$ cat config.mk
export PLATFORM = sky130hd
export DESIGN_NAME = apple_spawn_ctrl
export DESIGN_NICKNAME = d
export VERILOG_FILES = /design/src/rtl/apple_spawn_ctrl.sv
export SDC_FILE = /design/constraint.sdc
export NUM_CORES = 1
export LEC_CHECK = 0
export ABC_AREA = 1
export BUFFER_PORTS_ARGS = -buffer_cell sky130_fd_sc_hd__buf_4
export CAP_MARGIN = 10
export CORE_ASPECT_RATIO = 1.1
export CORE_MARGIN = 3
export CORE_UTILIZATION = 40
export CTS_CLUSTER_DIAMETER = 30
export DETAILED_ROUTE_END_ITERATION = 10
export GPL_TIMING_DRIVEN = 0
export HOLD_SLACK_MARGIN = 0.12
export PLACE_DENSITY = 0.7
export SLEW_MARGIN = 20
export SYNTH_ARGS = -nofsm -noshare
export SYNTH_HDL_FRONTEND = slang
export SYNTH_SLANG_ARGS = --single-unit
$ cat constraint.sdc
create_clock -name clk -period 2.2 [get_ports clk]
set_input_delay 0.33 -clock clk [delete_from_list [all_inputs] [get_ports clk]]
set_output_delay 0.33 -clock clk [all_outputs]
set_load 0.005 [all_outputs]
$ cat src/rtl/apple_spawn_ctrl.sv
// Apple placement: draws folded LFSR candidates, scans the snake body for collisions, commits a free cell.
// Latency: length+4 cycles from eaten to a visible apple when no candidate hits; eaten is dropped while busy.
module apple_spawn_ctrl #(
    parameter int H_LOGIC_WIDTH = 5,
    parameter int V_LOGIC_WIDTH = 5,
    parameter int H_LOGIC_MAX   = 31,
    parameter int V_LOGIC_MAX   = 23,
    parameter int LEN_WIDTH     = 10,
    parameter int MAX_TRIES     = 8
) (
    input  logic                     clk,
    input  logic                     rst,
    input  logic                     eaten,
    input  logic [H_LOGIC_WIDTH-1:0] rand_x,
    input  logic [V_LOGIC_WIDTH-1:0] rand_y,
    input  logic [LEN_WIDTH-1:0]     length,
    output logic [LEN_WIDTH-1:0]     seg_addr,
    input  logic [H_LOGIC_WIDTH-1:0] seg_x,
    input  logic [V_LOGIC_WIDTH-1:0] seg_y,
    output logic [H_LOGIC_WIDTH-1:0] apple_x,
    output logic [V_LOGIC_WIDTH-1:0] apple_y,
    output logic                     apple_valid,
    output logic                     busy,
    output logic                     spawn_done,
    output logic                     place_fail
);

    typedef enum logic [1:0] {IDLE, PICK, SCAN, COMMIT} state_t;

    localparam int TRY_W = $clog2(MAX_TRIES + 1);
    localparam logic [TRY_W-1:0]         TRY_MAX = TRY_W'(MAX_TRIES);
    localparam logic [H_LOGIC_WIDTH-1:0] H_FOLD  = H_LOGIC_WIDTH'(H_LOGIC_MAX + 1);
    localparam logic [V_LOGIC_WIDTH-1:0] V_FOLD  = V_LOGIC_WIDTH'(V_LOGIC_MAX + 1);
    localparam logic [LEN_WIDTH-1:0]     LEN_ONE = LEN_WIDTH'(1);

    state_t                     state;
    state_t                     state_nxt;
    logic [H_LOGIC_WIDTH-1:0]   cand_x;
    logic [V_LOGIC_WIDTH-1:0]   cand_y;
    logic [H_LOGIC_WIDTH-1:0]   fold_x;
    logic [V_LOGIC_WIDTH-1:0]   fold_y;
    logic [TRY_W-1:0]           try_cnt;
    logic [LEN_WIDTH-1:0]       len_q;
    logic [LEN_WIDTH-1:0]       scan_idx;
    logic                       issue_done;
    logic                       cmp_vld;
    logic                       cmp_last;
    logic                       hit;
    logic                       give_up;
    logic                       idx_last;

    always_comb begin
        fold_x = rand_x;
        fold_y = rand_y;
        if (int'(rand_x) > H_LOGIC_MAX) fold_x = rand_x - H_FOLD;
        if (int'(rand_y) > V_LOGIC_MAX) fold_y = rand_y - V_FOLD;
    end

    // cmp_vld marks that seg_x/seg_y carry a read issued last cycle
    assign hit      = cmp_vld && (seg_x == cand_x) && (seg_y == cand_y);
    assign give_up  = (try_cnt >= TRY_MAX);
    assign idx_last = (scan_idx == len_q - LEN_ONE);

    always_comb begin
        state_nxt = state;
        case (state)
            IDLE:   if (eaten) state_nxt = PICK;
            PICK:   state_nxt = (length == '0) ? COMMIT : SCAN;
            SCAN: begin
                if (hit)                      state_nxt = give_up ? COMMIT : PICK;
                else if (cmp_vld && cmp_last) state_nxt = COMMIT;
            end
            COMMIT: state_nxt = IDLE;
            default: state_nxt = IDLE;
        endcase
    end

    always_ff @(posedge clk) begin
        if (rst) begin
            state      <= IDLE;
            apple_x    <= H_LOGIC_WIDTH'(15);
            apple_y    <= V_LOGIC_WIDTH'(15);
            cand_x     <= '0;
            cand_y     <= '0;
            try_cnt    <= '0;
            place_fail <= 1'b0;
            len_q      <= '0;
            scan_idx   <= '0;
            issue_done <= 1'b0;
            cmp_vld    <= 1'b0;
            cmp_last   <= 1'b0;
        end else begin
            state <= state_nxt;
            case (state)
                PICK: begin
                    cand_x     <= fold_x;
                    cand_y     <= fold_y;
                    try_cnt    <= try_cnt + 1'b1;
                    len_q      <= length;
                    scan_idx   <= '0;
                    issue_done <= 1'b0;
                    cmp_vld    <= 1'b0;
                    cmp_last   <= 1'b0;
                    place_fail <= 1'b0;
                end
                SCAN: begin
                    if (state_nxt == SCAN) begin
                        cmp_vld  <= !issue_done;
                        cmp_last <= !issue_done && idx_last;
                        if (!issue_done) begin
                            if (idx_last) issue_done <= 1'b1;
                            else          scan_idx   <= scan_idx + LEN_ONE;
                        end
                    end else begin
                        // leaving SCAN drops any read still in flight
                        cmp_vld  <= 1'b0;
                        cmp_last <= 1'b0;
                        if (hit && give_up) place_fail <= 1'b1;
                    end
                end
                COMMIT: begin
                    apple_x <= cand_x;
                    apple_y <= cand_y;
                    try_cnt <= '0;
                end
                default: ;
            endcase
        end
    end

    assign apple_valid = (state == IDLE);
    assign busy        = (state != IDLE);
    assign spawn_done  = (state == COMMIT);
    assign seg_addr    = (state == SCAN) ? scan_idx : '0;

endmodule

==> run_results.csv <==
group,metric,value,unit
sta,hold_violations,0,
power,internal_power,2.31,mW
worst_setup_path,cp_max_fo,10,
clock_network,cts.sinks,50,
worst_setup_path,end_kind,"primary output",
sta,final.period_utilization,93.2,%
min_path,hold_class,"in2reg",
grt,grt_overflow_total,0,
route,vias,2915,
clock_network,worstSkewPairLatency,0.31,ns
grt,grt_pass1_wl,12100,um
worst_setup_path,slowest_stage,"dfxtp_1",
status,outcome,"finished clean",
synthesis,synth_cell_types,37,
sta,period_minus_slack,2.05,ns
cells_and_area,nets,532,
die,die_h,95.0,um
sta,max_freq,488,MHz
cells_and_area,final_cells,574,
synthesis,synth_area,2880,um2
cells_and_area,final_common_cell,"nand2_1",
synthesis,ys_ff_latch,50,
grt,grt_max_degree,16,
clock_network,numCtsBuffers,5,
worst_setup_path,worst-endpoint-required,1.87,ns
sta,finClkSkew,0.00703,ns
synthesis,syn_area_per_cell,6.73,um2
worst_setup_path,crit_type,"reg2out",
placement,gp_congestion,0.881,
power,p_leak,1.69,nW
grt,gr-usage-all-layers,18.6,%
power,seq_power_share,31.5,%
route,ant_nets,0,
die,io_pins,57,
sta,setup_violations,0,
power,p_clk_share,15.3,%
clock_network,cts.clk_slew.worst_paths,0.09,ns
clock_network,cts_tree,"built",
synthesis,synth_cells,428,
clock_network,cts_root_buf,"clkbuf_8",
worst_setup_path,critPathLaunchType,"flop",
worst_setup_path,crit_path_frequent_cell,"inv_1",
route,via_per_inst,5.08,
die,initial_core_util,42.4,%
worst_setup_path,crit_arrival,1.72,ns
die,dieArea,8250,um2
die,coreArea,6790,um2
clock_network,cts_buffer_depth,2,
synthesis,synth_warnings,0,
sta,maxSlewViolCount,0,
worst_setup_path,crit_chain,"inv_1 > ha_1 > buf_2 > clkbuf_2 > nand2_1 > inv_1 > buf_4",
sta,setup_tns,0,ns
power,power_switching,1.93,mW
worst_setup_path,slowest_delay,0.43,ns
sta,max_slew_margin,65.3,%
placement,port_buffers,56,
power,power_density,1200,nW/um2
cells_and_area,drive_above_1_share,19.3,%
synthesis,ys_seq_area_share,34.8,%
route,drtIter0Drc,188,
die,die_w,86.9,um
cells_and_area,utilization,52.3,%
placement,preCtsSetupSlack,0.0859,ns
clock_network,cts_hold_buf,0,
placement,post-dp-hpwl,5790,um
grt,grt_antenna_before_repair,0,
route,wl_per_cell,13.1,um
route,wl,7530,um
cells_and_area,antenna_cells,0,
grt,grt_pass1_vias,2629,
sta,setup_ws,0.149,ns
cells_and_area,layout_common_cells,"nand2_1, inv_1, buf_4",
power,ir_drop,644,uV
cells_and_area,syn_to_final_growth,23.2,%
job,cap_violations,0,
route,drc,0,
synthesis,synth_nets,469,
cells_and_area,fillers,683,
power,sw_frac_of_total,45.5,%
route,dr.pass1.iters,4,
power,power_frac_comb,53.2,%
sta,worstMarginPinSlew,0.521,ns
die,num_rows,31,
placement,dpl.cell_count,566,
clock_network,h-tree-depth,2,
registers in the layout, summed over array words and instances (netlist names):
signal	cells
scan_idx	10
apple_x	5
apple_y	5
cand_y	5
len_q	10
cmp_vld	1
state	2
try_cnt	4
cand_x	5
cmp_last	1
issue_done	1
place_fail	1
cell families (layout without fill, tap and decap cells):
group	count (synthesis)	count (layout)	share of synthesized area [%]
AND/OR/NAND/NOR	198	198	30.6
buffers and inverters	79	143	10.7
adder cells (fa/ha/maj)	8	8	3.48
AO/OA/AOI/OAI	76	76	15.3
flip-flops	50	50	34.8
XOR/XNOR	17	17	5.17
cell type report:
class	instances	area [um2]	share of cell area (%)
clock inverters	3	40.0	1.13
plain buffers	16	73.8	2.08
inverters	63	236	6.67
repair buffers	56	420	11.9
multi-input cells	299	1600	45.2
well taps	82	103	2.89
flip-flops and latches	50	1000	28.3
clock buffers	5	68.8	1.94
critical path: cells and delay by family, from the launching register on:
family / cells / cell delay [ns]
AND/OR/NAND/NOR: 1 / 0.10
buffers and inverters: 5 / 0.68
flip-flops: 1 / 0.43
adder cells (fa/ha/maj): 1 / 0.20
power by group through the flow:
stage | Clock [mW] | Combinational [mW] | Sequential (mW)
3_5_place_dp | 0 | 2.18 | 1.35
5_1_grt | 0.687 | 2.57 | 1.36
3_3_place_gp | 0 | 2.13 | 1.34
6_report | 0.650 | 2.26 | 1.34
2_1_floorplan | 0 | 1.64 | 1.31
4_1_cts | 0.661 | 2.20 | 1.33
path summary, 6_finish.rpt:
kind	from	endpoint	slack [ns]	depth (start not counted)
hold / removal	rst	scan_idx[1]	0.25	2
setup reg to reg	state[0]	scan_idx[3]	0.15	8
setup / recovery	state[0]	seg_addr[4]	0.15	7
hold reg to reg	issue_done	issue_done	0.46	2
cells in the mapped netlist:
| master | count | area share (%) |
|---|---|---|
| inv_2 | 2 | 0.26 |
| o21ai_1 | 2 | 0.35 |
| o21ai_2 | 1 | 0.30 |
| nand3b_1 | 2 | 0.52 |
| nor2_2 | 6 | 1.3 |
| nor2_1 | 42 | 5.5 |
| nand4_1 | 2 | 0.43 |
| nand3_1 | 33 | 5.7 |
| nand4_2 | 2 | 0.87 |
| buf_6 | 1 | 0.39 |
| nand2_1 | 92 | 12 |
| or2_1 | 3 | 0.65 |
| a21boi_4 | 1 | 0.65 |
| ha_1 | 8 | 3.5 |
| nor3_2 | 1 | 0.35 |
| xnor2_1 | 8 | 2.4 |
| dfxtp_1 | 50 | 35 |
| o21ai_0 | 23 | 4.0 |
| inv_1 | 61 | 8.0 |
| a21oi_4 | 1 | 0.57 |
| nor4_1 | 2 | 0.43 |
| and2_1 | 2 | 0.43 |
| clkbuf_2 | 2 | 0.35 |
| nor3_1 | 5 | 0.87 |
| nand2_2 | 4 | 0.87 |
| buf_2 | 2 | 0.35 |
| xor2_1 | 9 | 2.7 |
| clkbuf_1 | 10 | 1.3 |
| buf_1 | 1 | 0.13 |
| a21oi_1 | 36 | 6.3 |
| a211oi_1 | 2 | 0.52 |
| a32oi_1 | 1 | 0.30 |
| nor3b_1 | 1 | 0.26 |
| nand3_2 | 1 | 0.35 |
| o211ai_1 | 6 | 1.6 |
| o211a_1 | 1 | 0.35 |
| a31oi_1 | 2 | 0.43 |
metal layers:
metal / vias to the layer above / GRT usage, % / share of wire [%]
li1: 1497 / - / -
met1: 1337 / 22.6 / 45
met2: 71 / 33.4 / 50
met3: 10 / 3.14 / 4.3
met4: 0 / 5.32 / 1.4
met5: - / 0 / 0
timing repair:
action | in CTS | in global routing
resized for setup | 0 | 9
setup buffers | 0 | 0
endpoints found under the setup margin | 0 | 19
per-stage QoR:
step                hold slack, ns  total power [mW]  instance area [um2]
CTS                          0.241              4.19                 3510
finish                       0.250              4.25                 3550
global placement             0.442              3.48                 3400
global route                 0.249              4.62                 3550
detailed placement           0.445              3.53                 3400
floorplan                    0.399              2.95                 2880
No activity file was read; power rests on OpenSTA's default activity.
